<file path="src/rtl/game_pkg.sv">
// Shared game constants: direction indices (also the btn_state bit positions),
// default timing values and the move-direction priority picker.
package game_pkg;

  localparam int DIR_UP    = 0;
  localparam int DIR_DOWN  = 1;
  localparam int DIR_LEFT  = 2;
  localparam int DIR_RIGHT = 3;
  localparam int NUM_DIRS  = 4;

  localparam int DEF_SYNC_STAGES     = 2;
  localparam int DEF_DEBOUNCE_CYCLES = 1_000_000;
  localparam int DEF_REPEAT_DELAY    = 50_000_000;
  localparam int DEF_REPEAT_PERIOD   = 20_000_000;

  typedef logic [NUM_DIRS-1:0] dir_vec_t;

  // One-hot grant of the lowest set index, so up beats down beats left beats right.
  function automatic dir_vec_t pick_priority(input dir_vec_t req);
    dir_vec_t grant;
    grant = '0;
    for (int i = NUM_DIRS - 1; i >= 0; i--) begin
      if (req[i]) begin
        grant    = '0;
        grant[i] = 1'b1;
      end
    end
    return grant;
  endfunction

endpackage

</file>
<file path="src/rtl/btn_debounce.sv">
// One button: synchroniser chain, debounce counter, armed flag and stable level.
// rise is high in the cycle before stable goes 0->1, so callers can register a pulse on that edge.
module btn_debounce
  import game_pkg::*;
#(
  parameter int SYNC_STAGES     = DEF_SYNC_STAGES,
  parameter int DEBOUNCE_CYCLES = DEF_DEBOUNCE_CYCLES
) (
  input  logic clk,
  input  logic reset,
  input  logic raw,
  output logic stable,
  output logic armed,
  output logic rise
);

  localparam int CW = $clog2(DEBOUNCE_CYCLES + 1);
  localparam logic [CW-1:0] LAST = CW'(DEBOUNCE_CYCLES - 1);

  logic [SYNC_STAGES-1:0] sync_chain;
  logic                   synced;
  logic [CW-1:0]          cnt;
  logic [CW-1:0]          zero_cnt;
  logic                   accept;

  assign synced = sync_chain[SYNC_STAGES-1];
  assign accept = (synced != stable) && (cnt == LAST);
  assign rise   = accept && synced;

  always_ff @(posedge clk) begin
    if (reset) sync_chain <= '0;
    else       sync_chain <= {sync_chain[SYNC_STAGES-2:0], raw};
  end

  always_ff @(posedge clk) begin
    if (reset) begin
      cnt    <= '0;
      stable <= 1'b0;
    end else if (synced == stable) begin
      cnt <= '0;
    end else if (accept) begin
      stable <= synced;
      cnt    <= '0;
    end else begin
      cnt <= cnt + CW'(1);
    end
  end

  // Arming needs a confirmed released level, so a button held through reset cannot fire.
  always_ff @(posedge clk) begin
    if (reset) begin
      zero_cnt <= '0;
      armed    <= 1'b0;
    end else if (!armed) begin
      if (synced)                zero_cnt <= '0;
      else if (zero_cnt == LAST) armed    <= 1'b1;
      else                       zero_cnt <= zero_cnt + CW'(1);
    end
  end

endmodule

</file>
<file path="src/rtl/move_pulse_gen.sv">
// Button-to-move-pulse conditioner: four debouncers, priority arbiter, pause gating, output pulses.
// Define AUTO_REPEAT_EN to add per-button hold timers that re-fire while a button stays held.
module move_pulse_gen
  import game_pkg::*;
#(
`ifdef AUTO_REPEAT_EN
  parameter int REPEAT_DELAY    = DEF_REPEAT_DELAY,
  parameter int REPEAT_PERIOD   = DEF_REPEAT_PERIOD,
`endif
  parameter int SYNC_STAGES     = DEF_SYNC_STAGES,
  parameter int DEBOUNCE_CYCLES = DEF_DEBOUNCE_CYCLES
) (
  input  logic       clk,
  input  logic       reset,
  input  logic       pause,
  input  logic       btn_up,
  input  logic       btn_down,
  input  logic       btn_left,
  input  logic       btn_right,
  output logic       up,
  output logic       down,
  output logic       left,
  output logic       right,
  output logic [3:0] btn_state
);

  dir_vec_t raw, stable, armed, rise, press, event_req, grant, pulse_q;

  assign raw[DIR_UP]    = btn_up;
  assign raw[DIR_DOWN]  = btn_down;
  assign raw[DIR_LEFT]  = btn_left;
  assign raw[DIR_RIGHT] = btn_right;

  for (genvar i = 0; i < NUM_DIRS; i++) begin : g_btn
    btn_debounce #(
      .SYNC_STAGES    (SYNC_STAGES),
      .DEBOUNCE_CYCLES(DEBOUNCE_CYCLES)
    ) u_debounce (
      .clk   (clk),
      .reset (reset),
      .raw   (raw[i]),
      .stable(stable[i]),
      .armed (armed[i]),
      .rise  (rise[i])
    );
  end

  assign press = rise & armed;

`ifdef AUTO_REPEAT_EN
  localparam int HOLD_MAX = (REPEAT_DELAY > REPEAT_PERIOD) ? REPEAT_DELAY : REPEAT_PERIOD;
  localparam int HW       = $clog2(HOLD_MAX + 1);
  localparam logic [HW-1:0] DELAY_LAST  = HW'(REPEAT_DELAY - 1);
  localparam logic [HW-1:0] PERIOD_LAST = HW'(REPEAT_PERIOD - 1);

  logic [HW-1:0] hold_cnt [NUM_DIRS];
  dir_vec_t      tracking, periodic, repeat_hit;

  always_comb begin
    repeat_hit = '0;
    for (int i = 0; i < NUM_DIRS; i++)
      repeat_hit[i] = tracking[i] && (hold_cnt[i] == (periodic[i] ? PERIOD_LAST : DELAY_LAST));
  end

  // Only a real press starts the schedule; a repeat advances it even if the arbiter drops it.
  always_ff @(posedge clk) begin
    for (int i = 0; i < NUM_DIRS; i++) begin
      if (reset || pause) begin
        tracking[i] <= 1'b0;
        periodic[i] <= 1'b0;
        hold_cnt[i] <= '0;
      end else if (press[i]) begin
        tracking[i] <= 1'b1;
        periodic[i] <= 1'b0;
        hold_cnt[i] <= '0;
      end else if (!stable[i]) begin
        tracking[i] <= 1'b0;
        periodic[i] <= 1'b0;
        hold_cnt[i] <= '0;
      end else if (repeat_hit[i]) begin
        periodic[i] <= 1'b1;
        hold_cnt[i] <= '0;
      end else if (tracking[i]) begin
        hold_cnt[i] <= hold_cnt[i] + HW'(1);
      end
    end
  end

  assign event_req = press | repeat_hit;
`else
  assign event_req = press;
`endif

  assign grant = pause ? '0 : pick_priority(event_req);

  always_ff @(posedge clk) begin
    if (reset) pulse_q <= '0;
    else       pulse_q <= grant;
  end

  assign up        = pulse_q[DIR_UP];
  assign down      = pulse_q[DIR_DOWN];
  assign left      = pulse_q[DIR_LEFT];
  assign right     = pulse_q[DIR_RIGHT];
  assign btn_state = stable;

endmodule

</file>
<file path="config.mk">
export PLATFORM = sky130hd
export DESIGN_NAME = move_pulse_gen
export DESIGN_NICKNAME = d
export VERILOG_FILES = /design/src/rtl/game_pkg.sv /design/src/rtl/btn_debounce.sv /design/src/rtl/move_pulse_gen.sv
export SDC_FILE = /design/constraint.sdc
export NUM_CORES = 1
export LEC_CHECK = 0
export ABC_AREA = 1
export CAP_MARGIN = 20
export CORE_ASPECT_RATIO = 0.75
export CORE_MARGIN = 1.5
export CORE_UTILIZATION = 46
export DETAILED_ROUTE_END_ITERATION = 16
export GPL_TIMING_DRIVEN = 0
export PLACE_DENSITY = 0.65
export SLEW_MARGIN = 20
export SYNTH_ARGS = -nofsm -noshare
export SYNTH_HDL_FRONTEND = slang
export SYNTH_SLANG_ARGS = --single-unit
export TNS_END_PERCENT = 50
</file>
<file path="constraint.sdc">
create_clock -name clk -period 1.7 [get_ports clk]
set_input_delay 0.17 -clock clk [delete_from_list [all_inputs] [get_ports clk]]
set_output_delay 0.17 -clock clk [all_outputs]
set_load 0.01 [all_outputs]
</file>
==> results of run 1 <==
-- layer usage --
layer / vias to the layer above / track usage [%] / part of all wire [%] / wire length, um
met5: - / 0 / 0 / 0
met1: 4241 / 32.10 / 53 / 12550
li1: 4977 / - / - / -
met4: 0 / 5.678 / 0.88 / 208
met2: 144 / 32.73 / 42 / 10070
met3: 18 / 4.095 / 3.7 / 868
-- how the worst max path moves through the flow --
stage	to	from	slack, ns
2_1_floorplan	g_btn[0].u_debounce.cnt[17]$_SDFF_PP0_	g_btn[0].u_debounce.cnt[0]$_SDFF_PP0_	0.19
5_1_grt	g_btn[3].u_debounce.zero_cnt[3]$_SDFFE_PP0P_	g_btn[3].u_debounce.zero_cnt[0]$_SDFFE_PP0P_	-0.03
6_report	btn_state[0]	g_btn[0].u_debounce.stable$_SDFFE_PP0P_	0.03
4_1_cts	g_btn[0].u_debounce.zero_cnt[0]$_SDFFE_PP0P_	g_btn[0].u_debounce.zero_cnt[0]$_SDFFE_PP0P_	0.00003
3_5_place_dp	g_btn[3].u_debounce.zero_cnt[4]$_SDFFE_PP0P_	reset	-0.60
3_3_place_gp	g_btn[3].u_debounce.zero_cnt[4]$_SDFFE_PP0P_	reset	-0.59
-- power breakdown --
group          total [mW]  switching [mW]  leakage (nW)  internal (mW)
Clock                4.20            1.78         0.305           2.41
Sequential           4.29          0.0359          1.46           4.25
Combinational       0.263           0.166          2.53         0.0967
Total                8.75            1.98          4.29           6.76
-- registers in the layout (all words and copies together), names as in the netlist --
name	cells
g_btn.u_debounce.armed	4
g_btn.u_debounce.cnt	80
g_btn.u_debounce.stable	4
g_btn.u_debounce.sync_chain	8
g_btn.u_debounce.zero_cnt	80
pulse_q	4
-- per-stage QoR --
stage | cells | hold slack (ns) | util, % | setup slack, ns | instance area [um2]
floorplan | 1542 | 0.2493 | - | 0.1871 | 9897
global placement | 1844 | 0.3950 | 49.22 | -0.5926 | 10400
detailed placement | 1844 | 0.3959 | 49.22 | -0.6033 | 10400
CTS | 1878 | 0.2332 | 52.62 | 0.00002709 | 11110
global route | 1899 | 0.2473 | 54.92 | -0.03136 | 11600
finish | 1899 | 0.2388 | 54.92 | 0.03303 | 11600
-- cell families (layout without fill, tap and decap cells) --
logic type      after synthesis  count (layout)  synth area share [%]
simple gates                941             941                 41.96
buf+inv                     251             320                 10.58
flops                       180             180                 36.41
compound gates              126             126                 6.852
xor+xnor                     36              36                 3.186
fa+ha+maj                     8               8                 1.011
-- layout make-up --
class                   count  area (um2)  area share [%]
repair buffers             37       330.3           2.848
inverters                 221       835.8           7.205
clock inverters            13       168.9           1.456
flip-flops and latches    180        3628           31.28
clock buffers              19       452.9           3.905
plain buffers              30       266.5           2.297
multi-input cells        1111        5557           47.90
well taps                 288       360.3           3.106
-- placed cells by master, fill, tap and decap left out, types with 14 or more instances in the layout --
| master | synthesis | final |
|---|---|---|
| inv_1 | 211 | 211 |
| nor2_2 | 22 | 30 |
| clkbuf_16 | 0 | 18 |
| dfxtp_1 | 180 | 164 |
| nand3_1 | 116 | 112 |
| xor2_1 | 25 | 25 |
| nor3_1 | 49 | 44 |
| o21ai_0 | 36 | 34 |
| nor2_1 | 285 | 268 |
| nand2_2 | 11 | 18 |
| a21oi_1 | 71 | 70 |
| nand4_1 | 49 | 49 |
| nand2_1 | 375 | 363 |
| clkdlybuf4s50_1 | 0 | 14 |
| dfxtp_2 | 0 | 14 |
| o21bai_1 | 14 | 14 |
| buf_4 | 5 | 26 |
-- what timing repair did --
action | CTS | global route
setup endpoints to repair | 108 | 169
pin swaps | 2 | 17
buffers inserted | 2 | 20
gates cloned | 0 | 1
gates resized for setup | 26 | 88
-- tightest hold or removal path: cells and delay by family --
family / cells / cell delay, ns
buffers and inverters: 2 / 0.44
and+or+nand+nor: 1 / 0.03
==> impl_metrics.toml, run 1 <==
[detailed_routing]
routed_wl_mm = 23.69
drc = 0
vias = 9380
viasPerCell = 4.939
drtIter0Drc = 633
route.antenna.remaining_nets = 0
dr.pass1.iters = 5
avgRoutedWirePerCell_um = 12.47

[synthesis]
synth_common_cells = "nand2_1, nor2_1, inv_1"
syn_nets = 1557
avgSynthCellArea_um2 = 6.418
synth_area_mm2 = 0.009897
syn-instance-count = 1542
async_flop_share_pct = 0
synthFlopType = "dfxtp_1"
yosysMostFrequentCell = "nand2_1"
yosysSeqAreaShare_pct = 36.41
synth_top_area_cell = "dfxtp_1"
ys_ff_latch = 180
yosys_warnings = 0
synth.distinct_cells = 41
synth.area.top_cells = "dfxtp_1, nand2_1, nor2_1, inv_1, nand3_1"
synth_top_area_share_pct = 36.41
synth_edf_count = 0

[global_route]
antenna_found_initial = 0
track_usage_pct = 21.86
grt_max_degree = 17
grt_pass1_vias = 8239
grt_pass1_wl_mm = 39.43
grt.overflow.total = 0

[timing]
worst_pin_slew_ns = 0.5020
final_max_slew_viol_count = 0
rsz0062_at_grt = "yes"
finalSetupViolations = 0
max_slew_margin_pct = 66.53
max_freq_ghz = 0.5999
finalCritPeriodShare_pct = 98.06
finClkSkew_ns = 0.01319
totalNegativeSetupSlack_ns = 0
finalHoldViolCount = 0
min_period_ns = 1.667

[worst_hold_path]
holdPathEnd = "g_btn[0].u_debounce.sync_chain[0]$_SDFF_PP0_"
worstHoldPathType = "input pin to register"
hold_path_depth = 3
hp-start = "btn_up"

[critical_path]
crit_type = "register to primary output"
cp_top_family = "buffers and inverters"
critPathBufInv = 2
max_stage_delay_ns = 0.52
path_depth = 2
worstPathArrival_ns = 1.50
r2r_slack_ns = 0.06
slowest_stage = "clkdlybuf4s50_1"
critPathMaxFanout = 3
critPathLaunchType = "register"
r2r-end = "g_btn[3].u_debounce.zero_cnt[11]$_SDFFE_PP0P_"
crit_chain = "buf_4 -> clkdlybuf4s50_1"
worst_setup_path_end_kind = "primary output"
reg2reg_depth = 11
cp.required_ns = 1.53
reg2reg_from = "g_btn[3].u_debounce.zero_cnt[0]$_SDFFE_PP0P_"

[clock_network]
cts_buffers = 17
cts_buffer_depth = 2
cts_htree_levels = 4
path_clk_slew_ns = 0.07
cts_tree = "yes"
cts-root-buf = "clkbuf_16"
cts_num_sinks = 180
postCtsHoldBufs = 0
insertion_delay_ns = 0.44

[floorplan]
pin_count = 15
start_util_pct = 46.85
placementRows = 46
die_width_um = 172.4
dieArea_mm2 = 0.02241
coreArea_mm2 = 0.02112
fp.dieH_um = 130.0

[placement]
finalWeightedCongestion = 0.8961
hpwl_mm = 16.75
numPortBuffers = 14

[power]
ir_drop_v = 0.0006716
total_power_mw = 8.745
leakagePower_nw = 4.294
power_density_mw_per_mm2 = 753.9

[final_layout]
drive_gt1_share_pct = 12.79
nets = 1613
diodes = 0
n_fill_cell = 2117
area_growth_pct = 17.21

[status]
status = "finished, final reports clean"

[job]
drv_cap = 0
Power figures use the tool's default switching activity.
==> inputs of run 2 (changes only) <==
--- a/config.mk
+++ b/config.mk
@@ -12,7 +12,7 @@
 export CORE_UTILIZATION = 46
 export DETAILED_ROUTE_END_ITERATION = 16
 export GPL_TIMING_DRIVEN = 0
-export PLACE_DENSITY = 0.65
+export PLACE_DENSITY = 0.67
 export SLEW_MARGIN = 20
 export SYNTH_ARGS = -nofsm -noshare
 export SYNTH_HDL_FRONTEND = slang
==> constraint.sdc (replaced) <==
create_clock -name clk -period 1.5 [get_ports clk]
set_input_delay 0.15 -clock clk [delete_from_list [all_inputs] [get_ports clk]]
set_output_delay 0.15 -clock clk [all_outputs]
set_load 0.01 [all_outputs]
==> run 2 against run 1 <==
The run now ends with negative setup slack left; global-route usage increased by 1.5 points; count of clock-buffer cells in the layout fell by 1; wire length up 16%; combinational power increased by 56%; die area did not move; critical path depth up 7; sequential share of layout area decreased by 2.9 points; power up 12%; register-to-register slack worse by 0.13 ns; sequential cell count unchanged; critical endpoint is now g_btn[2].u_debounce.cnt[19]$_SDFF_PP0_.
==> impl_metrics.toml, run 2 (same netlist as run 1, synthesis figures left out) <==
[power]
power_density_mw_per_mm2 = 745.0
comb_power_share_pct = 4.2
p_seq_share_pct = 49.6
p_clk_share_pct = 46.2
leakagePower_nw = 4.936
ir_drop_v = 0.0007077
p_int_mw = 7.440
switchingPower_mw = 2.322
switching_share_pct = 23.79

[timing]
worst_pin_slew_ns = 0.4492
rsz0062_at_grt = "yes"
finalCritPeriodShare_pct = 105.0
setup_slack_ns = -0.07449
holdWs_ns = 0.2225
totalNegativeSetupSlack_ns = -1.916
max_freq_ghz = 0.6351
max_slew_margin_pct = 69.82
finClkSkew_ns = 0.01043
finalHoldViolCount = 0
final_max_slew_viol_count = 0
min_period_ns = 1.574
finalSetupViolations = 51

[status]
status = "finished with violations"
violations = "negative setup slack"

[detailed_routing]
vias = 10060
dr.pass1.iters = 6
drtIter0Drc = 904
drc = 0
avgRoutedWirePerCell_um = 14.05
route.antenna.remaining_nets = 0
viasPerCell = 5.128
routed_wl_mm = 27.56

[final_layout]
diodes = 0
multi_input_area_mm2 = 0.006347
nets = 1677
area_growth_pct = 32.39
register_area_mm2 = 0.003719
layout_commonest_cell = "nand2_1"
top_regs = "g_btn.u_debounce.cnt (80), g_btn.u_debounce.zero_cnt (80), g_btn.u_debounce.sync_chain (8)"
mostFrequentLayoutCells = "nand2_1, nor2_1, inv_1"
drive_gt1_share_pct = 27.42
n_fill_cell = 1854
final_area_mm2 = 0.01310

[critical_path]
critPathLaunchType = "register"
critPathMaxFanout = 5
worst_setup_path_end_kind = "register"
crit_type = "register to register"
cp.required_ns = 1.83
worstPathArrival_ns = 1.91

[job]
drv_cap = 0

[global_route]
grt_max_degree = 17
antenna_found_initial = 0
track_usage_pct = 23.39
grt_pass1_vias = 8603
grt_pass1_wl_mm = 41.81
grt.overflow.total = 0

[placement]
finalWeightedCongestion = 0.9161
hpwl_mm = 17.04
postPlaceCellArea_mm2 = 0.01040
numPortBuffers = 14
dp_slack_ns = -0.7430

[clock_network]
cts_htree_levels = 4
cts_num_sinks = 180
cts_buffers = 17
postCtsHoldBufs = 0
insertion_delay_ns = 0.44
path_clk_slew_ns = 0.07
cts_tree = "yes"
cts-root-buf = "clkbuf_16"
cts_buffer_depth = 2

[floorplan]
pin_count = 15
dieArea_mm2 = 0.02241
placementRows = 46
coreArea_mm2 = 0.02112
start_util_pct = 46.85
die_width_um = 172.4
fp.dieH_um = 130.0

[worst_hold_path]
worstHoldPathType = "input pin to register"
[run 2: worst paths after layout]
kind | startpoint | endpoint | slack [ns] | depth (start not counted)
worst max-delay path | g_btn[2].u_debounce.cnt[1]$_SDFF_PP0_ | g_btn[2].u_debounce.cnt[19]$_SDFF_PP0_ | -0.07 | 9
worst min-delay path | btn_up | g_btn[0].u_debounce.sync_chain[0]$_SDFF_PP0_ | 0.22 | 3
worst max register to register | g_btn[2].u_debounce.cnt[1]$_SDFF_PP0_ | g_btn[2].u_debounce.cnt[19]$_SDFF_PP0_ | -0.07 | 9
worst min register to register | g_btn[3].u_debounce.sync_chain[0]$_SDFF_PP0_ | g_btn[3].u_debounce.sync_chain[1]$_SDFF_PP0_ | 0.40 | 2
[run 2: area by class of cell]
class / count / area share, %
multi-input cells: 1112 / 48.44
flip-flops and latches: 180 / 28.38
repair buffers: 101 / 7.114
inverters: 221 / 6.579
clock buffers: 18 / 3.275
well taps: 288 / 2.750
plain buffers: 29 / 2.311
clock inverters: 13 / 1.146
[run 2: critical path: stages (launching register included)]
cell and delay [ns]:
dfxtp_4 0.36, ha_4 0.15, nand2_4 0.06, nor2_4 0.14, inv_2 0.07, nor2_2 0.11
nand4_1 0.17, nand3_2 0.19, buf_4 0.17, a21oi_1 0.05
[run 2: power by group through the flow]
| stage | Combinational [mW] | Sequential, mW | Clock (mW) |
|---|---|---|---|
| floorplan | 0.178 | 4.95 | 0 |
| global placement | 0.262 | 4.96 | 0 |
| detailed placement | 0.265 | 4.96 | 0 |
| CTS | 0.339 | 4.86 | 4.59 |
| global route | 0.447 | 4.84 | 4.80 |
| finish | 0.409 | 4.84 | 4.51 |
[run 2: what timing repair did]
| item | in CTS | in global routing |
|---|---|---|
| setup buffers | 37 | 38 |
| setup endpoints to repair | 183 | 173 |
| endpoints found under the hold margin | 0 | 0 |
| gates resized for setup | 178 | 259 |
| gates cloned | 9 | 4 |
| pin swaps | 41 | 81 |
[run 2: routing by layer]
layer  routed length (um)  track usage (%)  vias up
li1                     -                -     5108
met1                12930            33.35     4612
met2                12600            35.79      307
met3                 1669            4.398       35
met4                  364            7.059        0
met5                    0                0        -
[run 2: stage by stage]
| step | instances | total power [mW] | util (%) |
|---|---|---|---|
| floorplan | 1542 | 5.126 | - |
| global placement | 1844 | 5.217 | 49.25 |
| detailed placement | 1844 | 5.222 | 49.25 |
| CTS | 1920 | 9.781 | 56.56 |
| global route | 1962 | 10.09 | 62.03 |
| finish | 1962 | 9.762 | 62.03 |
